==> src/rtl/uart_msg_tx.sv <==
// Sends a fixed-length message from an external combinational ROM as 8N1 UART frames, LSB first.
// The start/busy/done handshake lets a controller trigger one message and see when it has finished.
//
// state | meaning
// IDLE  | line idle high; waiting for start
// LOAD  | one cycle; latch rom_data[rom_addr] into the shift register
// START | start bit (tx=0) for BAUD_DIV cycles
// DATA  | 8 data bits, LSB first, BAUD_DIV cycles each
// STOP  | stop bit (tx=1); then next byte, or done
module uart_msg_tx #(
    parameter int BAUD_DIV = 434,
    parameter int MSG_LEN  = 16,
    parameter int ADDR_W   = 4
) (
    input  logic              clk,
    input  logic              rst,
    input  logic              start,
    input  logic              abort,
    output logic [ADDR_W-1:0] rom_addr,
    input  logic [7:0]        rom_data,
    output logic              tx,
    output logic              busy,
    output logic              done
);

    localparam logic [15:0]       BAUD_LAST = 16'(BAUD_DIV - 1);
    localparam logic [ADDR_W-1:0] ADDR_LAST = ADDR_W'(MSG_LEN - 1);

    typedef enum logic [2:0] {
        IDLE,
        LOAD,
        START,
        DATA,
        STOP
    } state_t;

    state_t      state;
    logic [15:0] baud_cnt;
    logic [2:0]  bit_cnt;
    logic [7:0]  shift;

    wire baud_end = (baud_cnt == BAUD_LAST);

    always_ff @(posedge clk) begin
        if (rst) begin
            state    <= IDLE;
            baud_cnt <= 16'd0;
            bit_cnt  <= 3'd0;
            shift    <= 8'd0;
            rom_addr <= '0;
            tx       <= 1'b1;
            busy     <= 1'b0;
            done     <= 1'b0;
        end else begin
            done <= 1'b0;
            // abort wins over any in-progress activity; a truncated frame is acceptable
            if (abort && state != IDLE) begin
                state    <= IDLE;
                baud_cnt <= 16'd0;
                bit_cnt  <= 3'd0;
                rom_addr <= '0;
                tx       <= 1'b1;
                busy     <= 1'b0;
            end else begin
                case (state)
                    IDLE: begin
                        tx <= 1'b1;
                        if (start && !abort) begin
                            state    <= LOAD;
                            rom_addr <= '0;
                            busy     <= 1'b1;
                        end
                    end
                    LOAD: begin
                        shift    <= rom_data;
                        tx       <= 1'b0;
                        baud_cnt <= 16'd0;
                        state    <= START;
                    end
                    START: begin
                        if (baud_end) begin
                            baud_cnt <= 16'd0;
                            bit_cnt  <= 3'd0;
                            tx       <= shift[0];
                            shift    <= shift >> 1;
                            state    <= DATA;
                        end else begin
                            baud_cnt <= baud_cnt + 16'd1;
                        end
                    end
                    DATA: begin
                        if (baud_end) begin
                            baud_cnt <= 16'd0;
                            if (bit_cnt == 3'd7) begin
                                tx    <= 1'b1;
                                state <= STOP;
                            end else begin
                                bit_cnt <= bit_cnt + 3'd1;
                                tx      <= shift[0];
                                shift   <= shift >> 1;
                            end
                        end else begin
                            baud_cnt <= baud_cnt + 16'd1;
                        end
                    end
                    STOP: begin
                        if (baud_end) begin
                            baud_cnt <= 16'd0;
                            // explicit return to 0 so a full 2**ADDR_W message never relies on overflow
                            if (rom_addr == ADDR_LAST) begin
                                rom_addr <= '0;
                                busy     <= 1'b0;
                                done     <= 1'b1;
                                state    <= IDLE;
                            end else begin
                                rom_addr <= rom_addr + ADDR_W'(1);
                                state    <= LOAD;
                            end
                        end else begin
                            baud_cnt <= baud_cnt + 16'd1;
                        end
                    end
                    default: begin
                        state <= IDLE;
                        tx    <= 1'b1;
                        busy  <= 1'b0;
                    end
                endcase
            end
        end
    end

endmodule
==> config.mk <==
export PLATFORM = sky130hd
export DESIGN_NAME = uart_msg_tx
export DESIGN_NICKNAME = d
export VERILOG_FILES = /design/src/rtl/uart_msg_tx.sv
export SDC_FILE = /design/constraint.sdc
export NUM_CORES = 1
export LEC_CHECK = 0
export CORE_UTILIZATION = 50
export DETAILED_ROUTE_END_ITERATION = 12
export GPL_ROUTABILITY_DRIVEN = 1
export PLACE_DENSITY = 0.74
export SLEW_MARGIN = 40
export SYNTH_ARGS = -nofsm -noshare
export SYNTH_HDL_FRONTEND = slang
export SYNTH_SLANG_ARGS = --single-unit
==> constraint.sdc <==
create_clock -name clk -period 2.85 [get_ports clk]
set_input_delay 0.57 -clock clk [delete_from_list [all_inputs] [get_ports clk]]
set_output_delay 0.57 -clock clk [all_outputs]
set_load 0.005 [all_outputs]
==> flow_summary.ini <==
[placed_design]
hpwl_mm = 3.556
place_congestion = 0.8278
port_buffers = 18
placed_cells = 327

[floorplanning]
dieArea_um2 = 4681
start_util_pct = 53.60
core-area_um2 = 4115
die_width_um = 68.42
die_h_um = 68.42
ios = 19
row_count = 23

[grt]
grt_util_all_layers_pct = 24.99
grt_pass1_wl_mm = 8.597
first_global_vias = 1879
grt_max_degree = 25
grt_remaining_overflow = 0
grt_antenna_before_repair = 0

[power_and_ir_drop]
peakVddDrop_v = 0.0004639
p_total_mw = 1.264
power_density_nw_per_um2 = 496.6
leakage_nw = 0.8152

[clock_tree]
cts_root_buf = clkbuf_8
clk_pin_slew_ns = 0.08
cts_made_buffers = 5
cts_resized = 0
cts_hold_buffers = 0
cts_setup_buffers = 0
clock_sinks = 37
cts_tree = built
htreeDepth = 2
cts_buffer_depth = 2
insertion_delay_ns = 0.30

[drt]
routed-via-count = 2221
drt_iter0_drc = 241
viasPerCell = 6.650
detail_route.wl_per_cell_um = 15.99
drtAntennaViolNets = 0
wirelength_mm = 5.340
drc = 0
first_pass_iters = 5

[sta]
fmax_ghz = 0.4104
rsz0062_at_grt = no
relSlewSlack_pct = 65.10
timing.final.crit_share_pct = 85.50
maxSlewViolCount = 0
fin_tns_setup_ns = 0
finalSetupViolCount = 0
fin_skew_ns = 0.01431
tightestPinTransition_ns = 0.5225
final-hold-violation-count = 0
min_period_ns = 2.437

[min_path]
hold_path.class = reg2reg

[logic_synthesis]
syn_area_um2 = 2206
syn-num-nets = 285
synth.avg_cell_area_um2 = 8.231
synth.area.top_cells = dfxtp_1 (34%), a31oi_1 (6.5%), nand3_1 (6.4%), nand4_1 (4.8%), mux2i_1 (4.1%)
ys_warn_count = 0
ys_seq_area_share_pct = 33.58
synth_top_area_share_pct = 33.58
synth_cell_types = 50
synthArstFlopShare_pct = 0
synth_edf_count = 0
syn_inst = 268
ys_ff_latch = 37
yosys_most_used_dff = dfxtp_1
synth_top_area_cell = dfxtp_1

[layout]
nFillCells = 378
area.growth.synth_to_final_pct = 15.37
num-nets-final = 301
final_common_cell = dfxtp_1
seq_area_um2 = 740.7
drive_gt1_share_pct = 10.92
finish.utilization_pct = 61.84
stdcell_count = 334
final_cell_mix = dfxtp_1 (37), nand3_1 (28), a31oi_1 (23)
multi_input_area_um2 = 1338
antenna_cells = 0

[worst_setup_path]
worst-path-buf-inv = 1
crit_family = simple AND/OR/NAND/NOR gates
crit_fanout = 24
arrival_ns = 2.60
cp.required_ns = 3.02
crit_path_end_kind = flop
start_kind = flop
slowest_delay_ns = 0.66
crit_slowest_cell = or4_4
crit_type = reg2reg
path_cells = ha_1 -> or4b_1 -> or4_4 -> buf_4 -> a32oi_1 -> nor2_1

[run]
drv_cap = 0

[status]
outcome = finished clean
[worst register-to-register path: stages, from the launching register on]
cell and delay, ns:
dfxtp_1 0.43, ha_1 0.18, or4b_1 0.50, or4_4 0.66
buf_4 0.26, a32oi_1 0.22, nor2_1 0.06
[per-stage QoR]
| step | worst slack [ns] | area [µm²] | hold WS (ns) |
|---|---|---|---|
| 2_1_floorplan | 0.5938 | 2206 | 0.4505 |
| 3_3_place_gp | 0.5150 | 2441 | 0.4722 |
| 3_5_place_dp | 0.4777 | 2441 | 0.4815 |
| 4_1_cts | 0.4135 | 2545 | 0.4949 |
| 5_1_grt | 0.2772 | 2545 | 0.5077 |
| 6_report | 0.4132 | 2545 | 0.4894 |
[cells in the mapped netlist (3+ instances only)]
cell type,instances
mux2i_1,9
nand2b_1,4
nor4_1,8
nand4_1,17
dfxtp_1,37
nor3b_1,3
nand2_1,19
nand3b_1,4
nor2_1,9
buf_2,5
ha_1,5
a31oi_1,23
or3b_2,5
o211ai_1,9
inv_1,6
and2_1,8
a21oi_1,9
nand3_1,28
o21ai_0,4
nor3_1,4
buf_6,3
clkbuf_1,13
nand4b_1,3
[per-layer routing]
| metal | global-route usage (%) | share of wire, % | wire length (µm) | up-vias |
|---|---|---|---|---|
| met5 | 0 | 0 | 0 | - |
| met1 | 33.00 | 47 | 2508 | 1057 |
| met3 | 6.000 | 5.3 | 281 | 11 |
| met4 | 10.68 | 2.0 | 106 | 0 |
| li1 | - | - | - | 1070 |
| met2 | 38.36 | 46 | 2444 | 83 |
[worst paths after layout]
path / endpoint / slack, ns / cells after the start / startpoint
max: baud_cnt[1] / 0.41 / 6 / baud_cnt[0]
min: shift[2] / 0.49 / 2 / shift[3]
max reg2reg: baud_cnt[1] / 0.41 / 6 / baud_cnt[0]
min reg2reg: shift[2] / 0.49 / 2 / shift[3]
[logic make-up (layout without fill, tap and decap cells)]
logic type | count (synthesis) | count (layout) | synth area share, %
buffers and inverters | 28 | 44 | 6.069
AO/OA/AOI/OAI | 62 | 62 | 19.63
AND/OR/NAND/NOR | 126 | 126 | 33.41
XOR/XNOR | 1 | 1 | 0.3971
flip-flops | 37 | 37 | 33.58
multiplexers | 9 | 9 | 4.084
adder cells (fa/ha/maj) | 5 | 5 | 2.836
[sequential cells by signal, summed over array words and instances (netlist names)]
name      flops
rom_addr      4
tx            1
state         3
baud_cnt     16
busy          1
shift         8
done          1
bit_cnt       3
[power breakdown]
part           leakage (nW)  switching, mW  internal (mW)
Sequential            0.299         0.0305          0.542
Combinational         0.462          0.141          0.103
Clock                0.0540          0.193          0.255
Total                 0.815          0.364          0.900
[layout make-up]
class	instances	area share [%]
inverters	6	0.8850
well taps	50	2.458
clock inverters	2	1.377
multi-input cells	203	52.56
flip-flops and latches	37	29.11
clock buffers	5	2.704
repair buffers	31	10.91
No activity file was read; power rests on OpenSTA's default activity.
